## src/rtl/vga_pkg.sv

```systemverilog
// vga_pkg: shared types and constants for the menu/game display pipeline.
//   screen_t            - top-level screen selector driving the draw mux
//   MENU_ITEMS_DEFAULT  - default number of menu entries (item 0 = START)
package vga_pkg;

  typedef enum logic [1:0] {
    SCR_MENU      = 2'd0,
    SCR_COUNTDOWN = 2'd1,
    SCR_GAME      = 2'd2,
    SCR_OVER      = 2'd3
  } screen_t;

  localparam int MENU_ITEMS_DEFAULT = 3;

endpackage

```

## src/rtl/btn_pend.sv

```systemverilog
// btn_pend: turns an input into a sticky "pending" flag that the frame
// sequencer consumes once per frame.
//   clk, rst - clock, synchronous active-high reset
//   lvl      - debounced button level (EDGE=1) or single-cycle event (EDGE=0)
//   clr      - frame commit strobe; clears the flag
//   pend     - event seen since the last commit
module btn_pend #(
  parameter bit EDGE = 1'b1
) (
  input  logic clk,
  input  logic rst,
  input  logic lvl,
  input  logic clr,
  output logic pend
);

  logic prev;
  logic armed;
  logic press;

  // armed stays low for the first cycle after reset so that a button held
  // through reset is absorbed into the history instead of counting as a press.
  assign press = EDGE ? (lvl & ~prev & armed) : lvl;

  // A press in the same cycle as clr survives the clear and is served at the
  // following frame.
  always_ff @(posedge clk) begin
    if (rst) begin
      prev  <= 1'b0;
      armed <= 1'b0;
      pend  <= 1'b0;
    end else begin
      prev  <= lvl;
      armed <= 1'b1;
      pend  <= press | (pend & ~clr);
    end
  end

endmodule

```

## src/rtl/menu_ctrl.sv

```systemverilog
// menu_ctrl: frame-synchronous screen sequencer (menu, countdown, game,
// game-over). All visible changes commit at the rising edge of vblnk.
//   clk, rst          - pixel clock, synchronous active-high reset
//   vblnk             - vertical blanking level from VGA timing
//   btn_up/down/enter/back - debounced button levels
//   game_over         - single-cycle event from game logic
//   screen            - current screen, drives the draw mux
//   item_sel          - highlighted menu item
//   count             - frames remaining in COUNTDOWN/OVER, else 0
//   menu_act          - one-cycle pulse: enter on a non-START item
//   game_rst          - one-cycle pulse on entry to GAME
module menu_ctrl
  import vga_pkg::*;
#(
  parameter int N_ITEMS          = MENU_ITEMS_DEFAULT,
  parameter int COUNTDOWN_FRAMES = 120,
  parameter int OVER_FRAMES      = 300
) (
  input  logic                       clk,
  input  logic                       rst,
  input  logic                       vblnk,
  input  logic                       btn_up,
  input  logic                       btn_down,
  input  logic                       btn_enter,
  input  logic                       btn_back,
  input  logic                       game_over,
  output screen_t                    screen,
  output logic [$clog2(N_ITEMS)-1:0] item_sel,
  output logic [15:0]                count,
  output logic                       menu_act,
  output logic                       game_rst
);

  localparam int IW = $clog2(N_ITEMS);
  localparam logic [IW-1:0] LAST_ITEM = IW'(N_ITEMS - 1);
  localparam logic [15:0]   CD_LOAD   = 16'(COUNTDOWN_FRAMES - 1);
  localparam logic [15:0]   OV_LOAD   = 16'(OVER_FRAMES - 1);

  logic vblnk_q;
  logic frame_tick;
  logic up_p, down_p, enter_p, back_p, over_p;

  screen_t       state, state_n;
  logic [IW-1:0] item_q, item_n;
  logic [15:0]   count_q, count_n;
  logic          act_q, act_n;
  logic          grst_q, grst_n;

  // Blanking start is the single commit point for everything visible.
  always_ff @(posedge clk) begin
    if (rst) vblnk_q <= 1'b0;
    else     vblnk_q <= vblnk;
  end

  assign frame_tick = vblnk & ~vblnk_q;

  btn_pend #(.EDGE(1'b1)) u_up    (.clk(clk), .rst(rst), .lvl(btn_up),    .clr(frame_tick), .pend(up_p));
  btn_pend #(.EDGE(1'b1)) u_down  (.clk(clk), .rst(rst), .lvl(btn_down),  .clr(frame_tick), .pend(down_p));
  btn_pend #(.EDGE(1'b1)) u_enter (.clk(clk), .rst(rst), .lvl(btn_enter), .clr(frame_tick), .pend(enter_p));
  btn_pend #(.EDGE(1'b1)) u_back  (.clk(clk), .rst(rst), .lvl(btn_back),  .clr(frame_tick), .pend(back_p));
  btn_pend #(.EDGE(1'b0)) u_over  (.clk(clk), .rst(rst), .lvl(game_over), .clr(frame_tick), .pend(over_p));

  // Next-state logic. Outside a frame tick everything holds and the pulses
  // drop, so menu_act/game_rst are exactly one cycle wide.
  always_comb begin
    state_n = state;
    item_n  = item_q;
    count_n = count_q;
    act_n   = 1'b0;
    grst_n  = 1'b0;
    if (frame_tick) begin
      case (state)
        SCR_MENU: begin
          // Navigation is applied even with enter pending; enter below looks
          // at the pre-move item_q. Up and down together cancel.
          if (up_p && !down_p)
            item_n = (item_q == '0) ? LAST_ITEM : item_q - 1'b1;
          else if (down_p && !up_p)
            item_n = (item_q == LAST_ITEM) ? '0 : item_q + 1'b1;
          if (enter_p) begin
            if (item_q == '0) begin
              state_n = SCR_COUNTDOWN;
              count_n = CD_LOAD;
            end else begin
              act_n = 1'b1;
            end
          end
        end
        SCR_COUNTDOWN: begin
          if (back_p) begin
            state_n = SCR_MENU;
            item_n  = '0;
            count_n = '0;
          end else if (count_q == '0) begin
            state_n = SCR_GAME;
            grst_n  = 1'b1;
          end else begin
            count_n = count_q - 16'd1;
          end
        end
        SCR_GAME: begin
          if (back_p) begin
            state_n = SCR_MENU;
            item_n  = '0;
            count_n = '0;
          end else if (over_p) begin
            state_n = SCR_OVER;
            count_n = OV_LOAD;
          end
        end
        SCR_OVER: begin
          if (back_p || enter_p || count_q == '0) begin
            state_n = SCR_MENU;
            item_n  = '0;
            count_n = '0;
          end else begin
            count_n = count_q - 16'd1;
          end
        end
        default: begin
          state_n = SCR_MENU;
          item_n  = '0;
          count_n = '0;
        end
      endcase
    end
  end

  // Registered state and outputs.
  always_ff @(posedge clk) begin
    if (rst) begin
      state   <= SCR_MENU;
      item_q  <= '0;
      count_q <= '0;
      act_q   <= 1'b0;
      grst_q  <= 1'b0;
    end else begin
      state   <= state_n;
      item_q  <= item_n;
      count_q <= count_n;
      act_q   <= act_n;
      grst_q  <= grst_n;
    end
  end

  assign screen   = state;
  assign item_sel = item_q;
  assign count    = count_q;
  assign menu_act = act_q;
  assign game_rst = grst_q;

endmodule

```

## config.mk

```make
export PLATFORM = sky130hd
export DESIGN_NAME = menu_ctrl
export DESIGN_NICKNAME = d
export VERILOG_FILES = /design/src/rtl/vga_pkg.sv /design/src/rtl/btn_pend.sv /design/src/rtl/menu_ctrl.sv
export SDC_FILE = /design/constraint.sdc
export NUM_CORES = 1
export LEC_CHECK = 0
export CORE_AREA = 5 5 62 64
export CTS_CLUSTER_DIAMETER = 40
export DETAILED_ROUTE_END_ITERATION = 10
export DIE_AREA = 0 0 67 69
export GPL_TIMING_DRIVEN = 0
export PLACE_DENSITY = 0.84
export SYNTH_ARGS = -nofsm -noshare
export SYNTH_HDL_FRONTEND = slang
export SYNTH_SLANG_ARGS = --single-unit
```

## constraint.sdc

```tcl
create_clock -name clk -period 5 [get_ports clk]
set_input_delay 1 -clock clk [delete_from_list [all_inputs] [get_ports clk]]
set_output_delay 1 -clock clk [all_outputs]
set_load 0.02 [all_outputs]
```

==> impl_metrics.json, run 1 <==
{
  "status": "finished, final reports clean",
  "holdBufCountCts": 0,
  "insertion_delay_ns": 0.34,
  "crit_path_end_kind": "flip-flop",
  "dp_hpwl_um": 2840,
  "drc": 0,
  "clockPowerShare_pct": 31.6,
  "synth_top_family_by_area": "compound AO/OA/AOI/OAI gates",
  "synth_edf_count": 0,
  "gp_congestion": 0.810,
  "grt_max_degree": 13,
  "yosysUniqueCellTypes": 49,
  "leakage_nw": 0.795,
  "post_cts_buffers": 0,
  "p_seq_share_pct": 44.5,
  "post-route-min-period_ns": 2.79,
  "synthXorXnorAreaFrac_pct": 3.06,
  "tightest_slew_ns": 0.640,
  "syn_inst": 198,
  "switchingPower_w": 0.000201,
  "die_h_um": 69,
  "grt_use_total_pct": 18.0,
  "via_per_inst": 5.62,
  "worst_slack_ns": 2.21,
  "vias": 1579,
  "ys_async_sr_fraction_pct": 0,
  "drtIter0Drc": 80,
  "grt_setup_unrepaired": "no",
  "n_antenna_cell": 0,
  "grt_pass1_wl_um": 6580,
  "clkTransAtPathRegs_ns": 0.11,
  "p_per_area_nw_per_um2": 302,
  "synthTopCellsByArea": "dfxtp_1, ha_1, nor2_1",
  "synth_compound_area_share_pct": 22.8,
  "avgSynthCellArea_um2": 8.68,
  "fin_crit_sh_pct": 55.7,
  "syn_area_um2": 1720,
  "cts_sinks": 33,
  "synth_fa_ha_area_share_pct": 7.28,
  "cts_tree": "built",
  "p_int_w": 0.000450,
  "yosys_register_bits": 33,
  "firstDrtPassIters": 4,
  "drt_wl_total_um": 3910,
  "place_inst": 273,
  "setup_viol": 0,
  "power_frac_comb_pct": 23.9,
  "path_max_fanout": 8,
  "syn_to_final_growth_pct": 25.1,
  "final_core_util_pct": 66.6,
  "max_cap_viol_count": 0,
  "synth_top_area_cell": "dfxtp_1",
  "gr-total-overflow": 0,
  "yosys.area_share.simple_pct": 22.2,
  "synth.mux.area_fraction_pct": 1.24,
  "antenna_left": 0,
  "clockBufferDepth": 2,
  "min_from": "u_enter.pend$_SDFF_PP0_",
  "grt_pass1_vias": 1432,
  "fin_setup_tns_ns": 0,
  "root_buffer": "clkbuf_4",
  "p_sw_share_pct": 30.9,
  "io_buffers": 29,
  "synth-main-ff-cell": "dfxtp_1",
  "max_freq_mhz": 359,
  "startpoint": "vblnk",
  "yosysSeqAreaShare_pct": 38.4,
  "relSlewSlack_pct": 57.3,
  "dp_slack_ns": 1.85,
  "finalHoldViolCount": 0,
  "synth_nets": 216,
  "cts_resized": 0,
  "startpoint_type": "primary input",
  "reg2reg_from": "screen[0]$_SDFFE_PP0P_",
  "ios": 30,
  "core_area_um2": 3230,
  "initial_core_util_pct": 53.2,
  "die_area_um2": 4620,
  "criticalPathCategory": "primary input to flip-flop",
  "critical_path_arrival_ns": 3.01,
  "die_w_um": 67,
  "fin_skew_ns": 0.0115,
  "core.rowCount": 21,
  "slew_violations": 0,
  "min_path_type": "flip-flop to flip-flop",
  "cts_buffers": 5,
  "netlist.area_leader.share_pct": 38.4,
  "post_route_cells_drive_above_1_share_pct": 7.66,
  "instances_no_fill": 281,
  "antenna_found_initial": 0,
  "nets": 252,
  "wl_per_cell_um": 13.9,
  "cts_max_level": 2,
  "ys.warnings.count": 0,
  "ir_drop_v": 0.000191,
  "crit_required_ns": 5.22
}
## synth_stat cells (3+ instances only)
cell type and n:
nand2_1 8, nand2b_1 6, inv_1 13, o21ai_0 7, nand3_1 3, a21oi_1 13
nor2_1 24, ha_1 10, xnor2_1 3, nor4_1 4, dfxtp_1 33, nor3_1 8
a211oi_1 5, nor2b_1 5, xor2_1 3, nand4_1 3, a32oi_1 3, clkbuf_1 3
a21o_1 3
## registers in the layout, summed over array words and instances, names as in the netlist
name and count:
u_down.prev 1, menu_act 1, u_up.prev 1, count 16
u_over.pend 1, u_up.pend 1, u_enter.prev 1, u_enter.armed 1
game_rst 1, u_back.pend 1, screen 2, u_down.pend 1
vblnk_q 1, item_sel 2, u_enter.pend 1, u_back.prev 1
## metrics by stage
step / power [W] / instance area (µm²) / hold slack [ns]
after floorplan: 0.000402 / 1720 / 0.435
after global placement: 0.000446 / 2070 / 0.453
after detailed placement: 0.000449 / 2070 / 0.461
after CTS: 0.000656 / 2150 / 0.484
after global routing: 0.000687 / 2150 / 0.523
final: 0.000651 / 2150 / 0.482
## power groups by stage
| stage | clock network [W] | logic, W | registers (W) |
|---|---|---|---|
| detailed placement | 0 | 0.000153 | 0.000296 |
| CTS | 0.000211 | 0.000154 | 0.000290 |
| finish | 0.000206 | 0.000155 | 0.000290 |
| global route | 0.000224 | 0.000171 | 0.000292 |
| floorplan | 0 | 0.0000995 | 0.000303 |
| global placement | 0 | 0.000151 | 0.000295 |
## critical path, cell delays in order
cell             delay [ns]
clkdlybuf4s50_1        0.47
nand2b_1               0.17
a211o_1                0.37
a21oi_1                0.54
a21o_1                 0.35
nor2_1                 0.10
## routing by layer
| metal | part of all wire (%) | track usage (%) |
|---|---|---|
| met4 | 1.8 | 6.98 |
| met1 | 45 | 25.1 |
| met2 | 46 | 25.7 |
| met5 | 0 | 0 |
| met3 | 6.6 | 5.36 |
## kinds of logic after synthesis
group           Yosys count
simple gates             72
xor+xnor                  6
mux                       2
compound gates           56
flops                    33
fa+ha+maj                10
buf+inv                  19
## cells in the final DEF (no fill, tap or decap), types with 6 or more instances in the layout
cell type / instances
nand2b_1: 6
dfxtp_1: 33
inv_1: 13
o21ai_0: 7
ha_1: 10
nand2_1: 8
nor3_1: 8
a21oi_1: 13
nor2_1: 24
clkdlybuf4s50_1: 29
## final cells by class
class                           instances  area [µm²]
Inverter                               13        48.8
Buffer                                  6        37.5
Fill cell                             288        1080
Tap cell                               46        57.6
Timing Repair Buffer                   29         290
Clock inverter                          3        46.3
Sequential cell                        33         661
Multi-Input combinational cell        146         972
Clock buffer                            5        37.5
## worst paths after layout
check	end	slack, ns	cells after the start
max	count[10]$_SDFFE_PP0P_	2.21	6
min	menu_act$_SDFF_PP0_	0.48	2
max reg2reg	count[10]$_SDFFE_PP0P_	2.57	7
min reg2reg	menu_act$_SDFF_PP0_	0.48	2
No activity file was read; power rests on OpenSTA's default activity.
==> run 2: changes to the inputs <==
- CORE_AREA: 5 5 62 64 -> 5 5 67 69
- DIE_AREA: 0 0 67 69 -> 0 0 72 74
- PLACE_DENSITY: 0.84 -> 0.76
- clock period: 5 -> 2.47 ns (I/O delays scaled with it)
==> impl_metrics.json, run 2 (synthesis gave the netlist of run 1 again) <==
{
  "place_area_um2": 2070,
  "cts_buffers": 5,
  "startpoint_type": "flip-flop",
  "holdPathEnd": "u_over.pend$_SDFF_PP0_",
  "fin_area_um2": 2210,
  "crit_chain": "inv_1, ha_1, nor3b_1, a211o_1, a21o_1, buf_6, or4_4, a21oi_2",
  "min_from": "u_over.pend$_SDFF_PP0_",
  "grt_max_degree": 12,
  "fin_crit_sh_pct": 94.7,
  "gr-total-overflow": 0,
  "die_w_um": 72,
  "post_cts_buffers": 0,
  "insertion_delay_ns": 0.29,
  "antenna_found_initial": 0,
  "most-common-layout-cells": "dfxtp_1, clkdlybuf4s50_1, nor2_1",
  "max_freq_mhz": 427,
  "root_buffer": "clkbuf_8",
  "crit_path_end_kind": "flip-flop",
  "startpoint": "screen[0]$_SDFFE_PP0P_",
  "leakage_nw": 0.822,
  "nets": 252,
  "reg2reg_from": "screen[0]$_SDFFE_PP0P_",
  "reg2reg_slack_ns": 0.13,
  "crit_path_top_delay_cell": "or4_4",
  "initial_core_util_pct": 44.6,
  "grt_use_total_pct": 16.3,
  "die_h_um": 74,
  "drtIter0Drc": 89,
  "core.rowCount": 23,
  "criticalPathCategory": "flip-flop to flip-flop",
  "status": "finished, final reports clean",
  "grt_setup_unrepaired": "no",
  "cts_max_level": 2,
  "max_cap_viol_count": 0,
  "largest_reg_flops": 16,
  "die_area_um2": 5330,
  "core_area_um2": 3860,
  "nFillCells": 371,
  "drt_wl_total_um": 3980,
  "fin_skew_ns": 0.00937,
  "clockBufferDepth": 2,
  "finalHoldViolCount": 0,
  "dp_hpwl_um": 2910,
  "firstDrtPassIters": 4,
  "ir_drop_v": 0.000375,
  "layout_commonest_cell": "dfxtp_1",
  "clkTransAtPathRegs_ns": 0.07,
  "vias": 1567,
  "hold_depth": 2,
  "drc": 0,
  "crit_required_ns": 2.69,
  "tightest_slew_ns": 0.558,
  "worstReg2RegEnd": "count[13]$_SDFFE_PP0P_",
  "cts_tree": "built",
  "relSlewSlack_pct": 62.7,
  "fin_setup_tns_ns": 0,
  "ios": 30,
  "fin_hold_ws_ns": 0.490,
  "cp_slowest_stage_delay_ns": 0.51,
  "slew_violations": 0,
  "post_route_cells_drive_above_1_share_pct": 8.09,
  "n_antenna_cell": 0,
  "via_per_inst": 5.50,
  "io_buffers": 29,
  "grt_pass1_wl_um": 6890,
  "p_per_area_nw_per_um2": 683,
  "wl_per_cell_um": 14.0,
  "setup_viol": 0,
  "post-route-min-period_ns": 2.34,
  "gp_congestion": 0.823,
  "grt_pass1_vias": 1513,
  "holdBufCountCts": 0,
  "cts_sinks": 33,
  "path_max_fanout": 10,
  "critical_path_arrival_ns": 2.56,
  "syn_to_final_growth_pct": 28.5,
  "antenna_left": 0,
  "min_path_type": "flip-flop to flip-flop",
  "rr_worst_depth": 8
}
run 2: worst max-delay path by stage:
stage | end
after floorplan | count[13]$_SDFFE_PP0P_
after global placement | count[11]$_SDFFE_PP0P_
after detailed placement | count[12]$_SDFFE_PP0P_
after CTS | count[12]$_SDFFE_PP0P_
after global routing | count[13]$_SDFFE_PP0P_
final | count[13]$_SDFFE_PP0P_
run 2: stage by stage:
stage	total power [W]	utilization, %	cells	worst slack, ns
finish	0.00151	57.3	285	0.131
detailed placement	0.000911	53.7	277	-0.168
floorplan	0.000814	-	198	0.158
global placement	0.000907	53.7	277	-0.146
CTS	0.00152	57.2	285	0.0502
global route	0.00159	57.3	285	0.0266
run 2: metal layers:
layer | wire length, µm | part of all wire [%] | track usage [%] | vias up
li1 | - | - | - | 792
met1 | 1890 | 47 | 20.6 | 730
met2 | 1840 | 46 | 27.8 | 39
met3 | 202 | 5.1 | 4.19 | 6
met4 | 47 | 1.2 | 4.38 | 0
met5 | 0 | 0 | 0 | -
run 2: what timing repair did:
action | CTS | global route
gates resized for setup | 0 | 1
hold endpoints to repair | 0 | 0
endpoints found under the setup margin | 0 | 10
run 2: layout make-up:
cell class	count	area (µm²)	share of cell area, %
Sequential cell	33	661	29.9
Buffer	6	37.5	1.70
Inverter	13	48.8	2.21
Tap cell	50	62.6	2.83
Multi-Input combinational cell	146	976	44.2
Clock inverter	3	65.1	2.94
Timing Repair Buffer	29	290	13.1
Clock buffer	5	68.8	3.11
run 2: worst max-delay path, delay by kind of cell (launching register included):
family	cells	cell delay (ns)
AO/OA/AOI/OAI	3	0.71
AND/OR/NAND/NOR	2	0.68
flip-flops	1	0.40
adder cells (fa/ha/maj)	1	0.27
buffers and inverters	2	0.24
run 2: power breakdown:
part	switching, W	total (W)	internal, W
clock	0.000205	0.000606	0.000401
sequential	0.0000272	0.000586	0.000559
combinational	0.000179	0.000316	0.000137
==> run 3: changes to the inputs <==
- CORE_AREA: 5 5 67 69 -> 5 5 68 70
- DIE_AREA: 0 0 72 74 -> 0 0 73 75
- PLACE_DENSITY: 0.76 -> 0.77
- SYNTH_HIERARCHICAL: unset -> 1
==> impl_metrics.json, run 3 <==
{
  "status": "finished, final reports clean",
  "initial_core_util_pct": 46.9,
  "synth_edf_count": 0,
  "tightest_slew_ns": 0.605,
  "place_inst": 292,
  "seq_area_um2": 728,
  "insertion_delay_ns": 0.28,
  "dp_slack_ns": -0.315,
  "min_from": "u_down/pend$_SDFF_PP0_",
  "grt_use_total_pct": 15.8,
  "synth-main-ff-cell": "dfxtp_1",
  "instances_no_fill": 299,
  "fin_setup_tns_ns": 0,
  "nets": 267,
  "synth.most_common_cell": "dfxtp_1",
  "multi_input_area_um2": 1070,
  "final_core_util_pct": 60.1,
  "cts_buffers": 5,
  "cp_slowest_stage_delay_ns": 0.60,
  "critPathTopFamily": "simple AND/OR/NAND/NOR gates",
  "wl_per_cell_um": 13.7,
  "cts_tree": "built",
  "relSlewSlack_pct": 59.6,
  "reg2reg_from": "count[0]$_SDFFE_PP0P_",
  "core_area_um2": 3910,
  "nFillCells": 363,
  "die_w_um": 73,
  "synth_common_cells": "dfxtp_1, a21oi_1, inv_1, nor2_1",
  "most-common-layout-cells": "dfxtp_1, clkdlybuf4s50_1, a21oi_1",
  "die_area_um2": 5480,
  "antenna_found_initial": 0,
  "largest_reg_flops": 16,
  "die_h_um": 75,
  "clkTransAtPathRegs_ns": 0.07,
  "syn_area_um2": 1840,
  "syn_to_final_growth_pct": 28.1,
  "startpoint_type": "flip-flop",
  "ir_drop_v": 0.000340,
  "yosys_register_bits": 36,
  "worst_slack_ns": 0.0402,
  "netlist.area_leader.share_pct": 39.2,
  "ys.warnings.count": 6,
  "synthTopCellsByArea": "dfxtp_1, ha_1, a21oi_1",
  "layout_commonest_cell": "dfxtp_1",
  "critical_path_arrival_ns": 2.61,
  "fin_area_um2": 2350,
  "ys_async_sr_fraction_pct": 0,
  "vias": 1636,
  "finalHoldViolCount": 0,
  "core.rowCount": 23,
  "gr-total-overflow": 0,
  "via_per_inst": 5.47,
  "leakage_nw": 0.902,
  "crit_required_ns": 2.65,
  "root_buffer": "clkbuf_8",
  "yosysUniqueCellTypes": 41,
  "synth_top_area_cell": "dfxtp_1",
  "cts_sinks": 36,
  "gp_congestion": 0.907,
  "crit_path_top_delay_cell": "or4_4",
  "worstPathBufferInverterCount": 1,
  "startpoint": "count[0]$_SDFFE_PP0P_",
  "ios": 30,
  "path_max_fanout": 7,
  "grt_pass1_wl_um": 6840,
  "yosysSeqAreaShare_pct": 39.2,
  "criticalPathCategory": "flip-flop to flip-flop",
  "cts_max_level": 2,
  "crit_chain": "inv_2, ha_4, or4b_4, or4_4, and4b_4, and4b_1, a221o_1",
  "fin_crit_sh_pct": 98.4,
  "place_area_um2": 2200,
  "setup_viol": 0,
  "post-route-min-period_ns": 2.43,
  "crit_path_end_kind": "flip-flop",
  "post_route_cells_drive_above_1_share_pct": 13.3,
  "firstDrtPassIters": 4,
  "synth_nets": 231,
  "fin_skew_ns": 0.00314,
  "grt_setup_unrepaired": "yes",
  "antenna_left": 0,
  "avgSynthCellArea_um2": 8.62,
  "clockBufferDepth": 2,
  "dp_hpwl_um": 2840,
  "syn_inst": 213,
  "n_antenna_cell": 0,
  "grt_pass1_vias": 1536,
  "p_per_area_nw_per_um2": 561,
  "drtIter0Drc": 96,
  "io_buffers": 29,
  "drc": 0,
  "drt_wl_total_um": 4090,
  "slew_violations": 0,
  "min_path_type": "flip-flop to flip-flop",
  "grt_max_degree": 17,
  "max_cap_viol_count": 0,
  "max_freq_mhz": 412
}
-- run 3: cell types whose count changed after synthesis, moves of 4 or more --
cell      previous run  this run
nor2b_1              5         9
o211ai_1             0         6
a21oi_1             13        18
o21ai_0              7        13
nor2_1              24        14
a211oi_1             5         1
a31oi_1              0         7
nand2_1              8        12
nand2b_1             6        13
-- run 3: stage by stage --
stage / hold slack (ns) / total power (W)
after global placement: 0.458 / 0.000856
final: 0.472 / 0.00132
after detailed placement: 0.467 / 0.000861
after CTS: 0.476 / 0.00131
after floorplan: 0.440 / 0.000791
after global routing: 0.500 / 0.00138
-- run 3: cells by family after synthesis --
| logic type | Yosys count | share of synthesized area (%) |
|---|---|---|
| simple gates | 77 | 24.2 |
| flops | 36 | 39.2 |
| fa+ha+maj | 10 | 6.81 |
| buf+inv | 24 | 5.72 |
| compound gates | 64 | 22.9 |
| mux | 2 | 1.16 |
-- run 3: where the power goes --
group | internal (W) | switching, W | total [W] | leakage (nW)
Combinational | 0.000116 | 0.000136 | 0.000252 | 0.556
Sequential | 0.000601 | 0.0000190 | 0.000620 | 0.296
Clock | 0.000248 | 0.000200 | 0.000448 | 0.0503
Total | 0.000965 | 0.000355 | 0.00132 | 0.902
-- run 3: worst paths after layout --
kind | end | slack (ns) | cells after the start
setup / recovery | count[15]$_SDFFE_PP0P_ | 0.04 | 7
hold / removal | u_down/pend$_SDFF_PP0_ | 0.47 | 2
setup reg to reg | count[15]$_SDFFE_PP0P_ | 0.04 | 7
hold reg to reg | u_down/pend$_SDFF_PP0_ | 0.47 | 2
-- run 3: layout make-up --
type                       count  area share [%]
tap                           50            2.66
buffer                         4           0.691
sequential                    36            30.9
timing repair buffer          33            13.6
inverter                      16            2.66
multi-input combinational    153            45.3
clock buffer                   7            4.09
-- run 3: worst reg2reg max path: stages, from the launching register on --
cell	delay (ns)
dfxtp_4	0.36
inv_2	0.07
ha_4	0.12
or4b_4	0.47
or4_4	0.60
and4b_4	0.28
and4b_1	0.19
a221o_1	0.25
-- run 3: what timing repair did --
item,in CTS,in global routing
setup endpoints to repair,13,16
buffers inserted,1,3
resized for setup,4,9
pin swaps,1,3
hold buffers,0,0
-- run 3: metal layers --
metal  share of wire [%]  track usage, %  up-vias
met1                  48            20.8      759
met2                  46            24.8       35
met3                 4.8            4.14        6
met4                 1.2            5.94        0
met5                   0               0        -
li1                    -               -      836
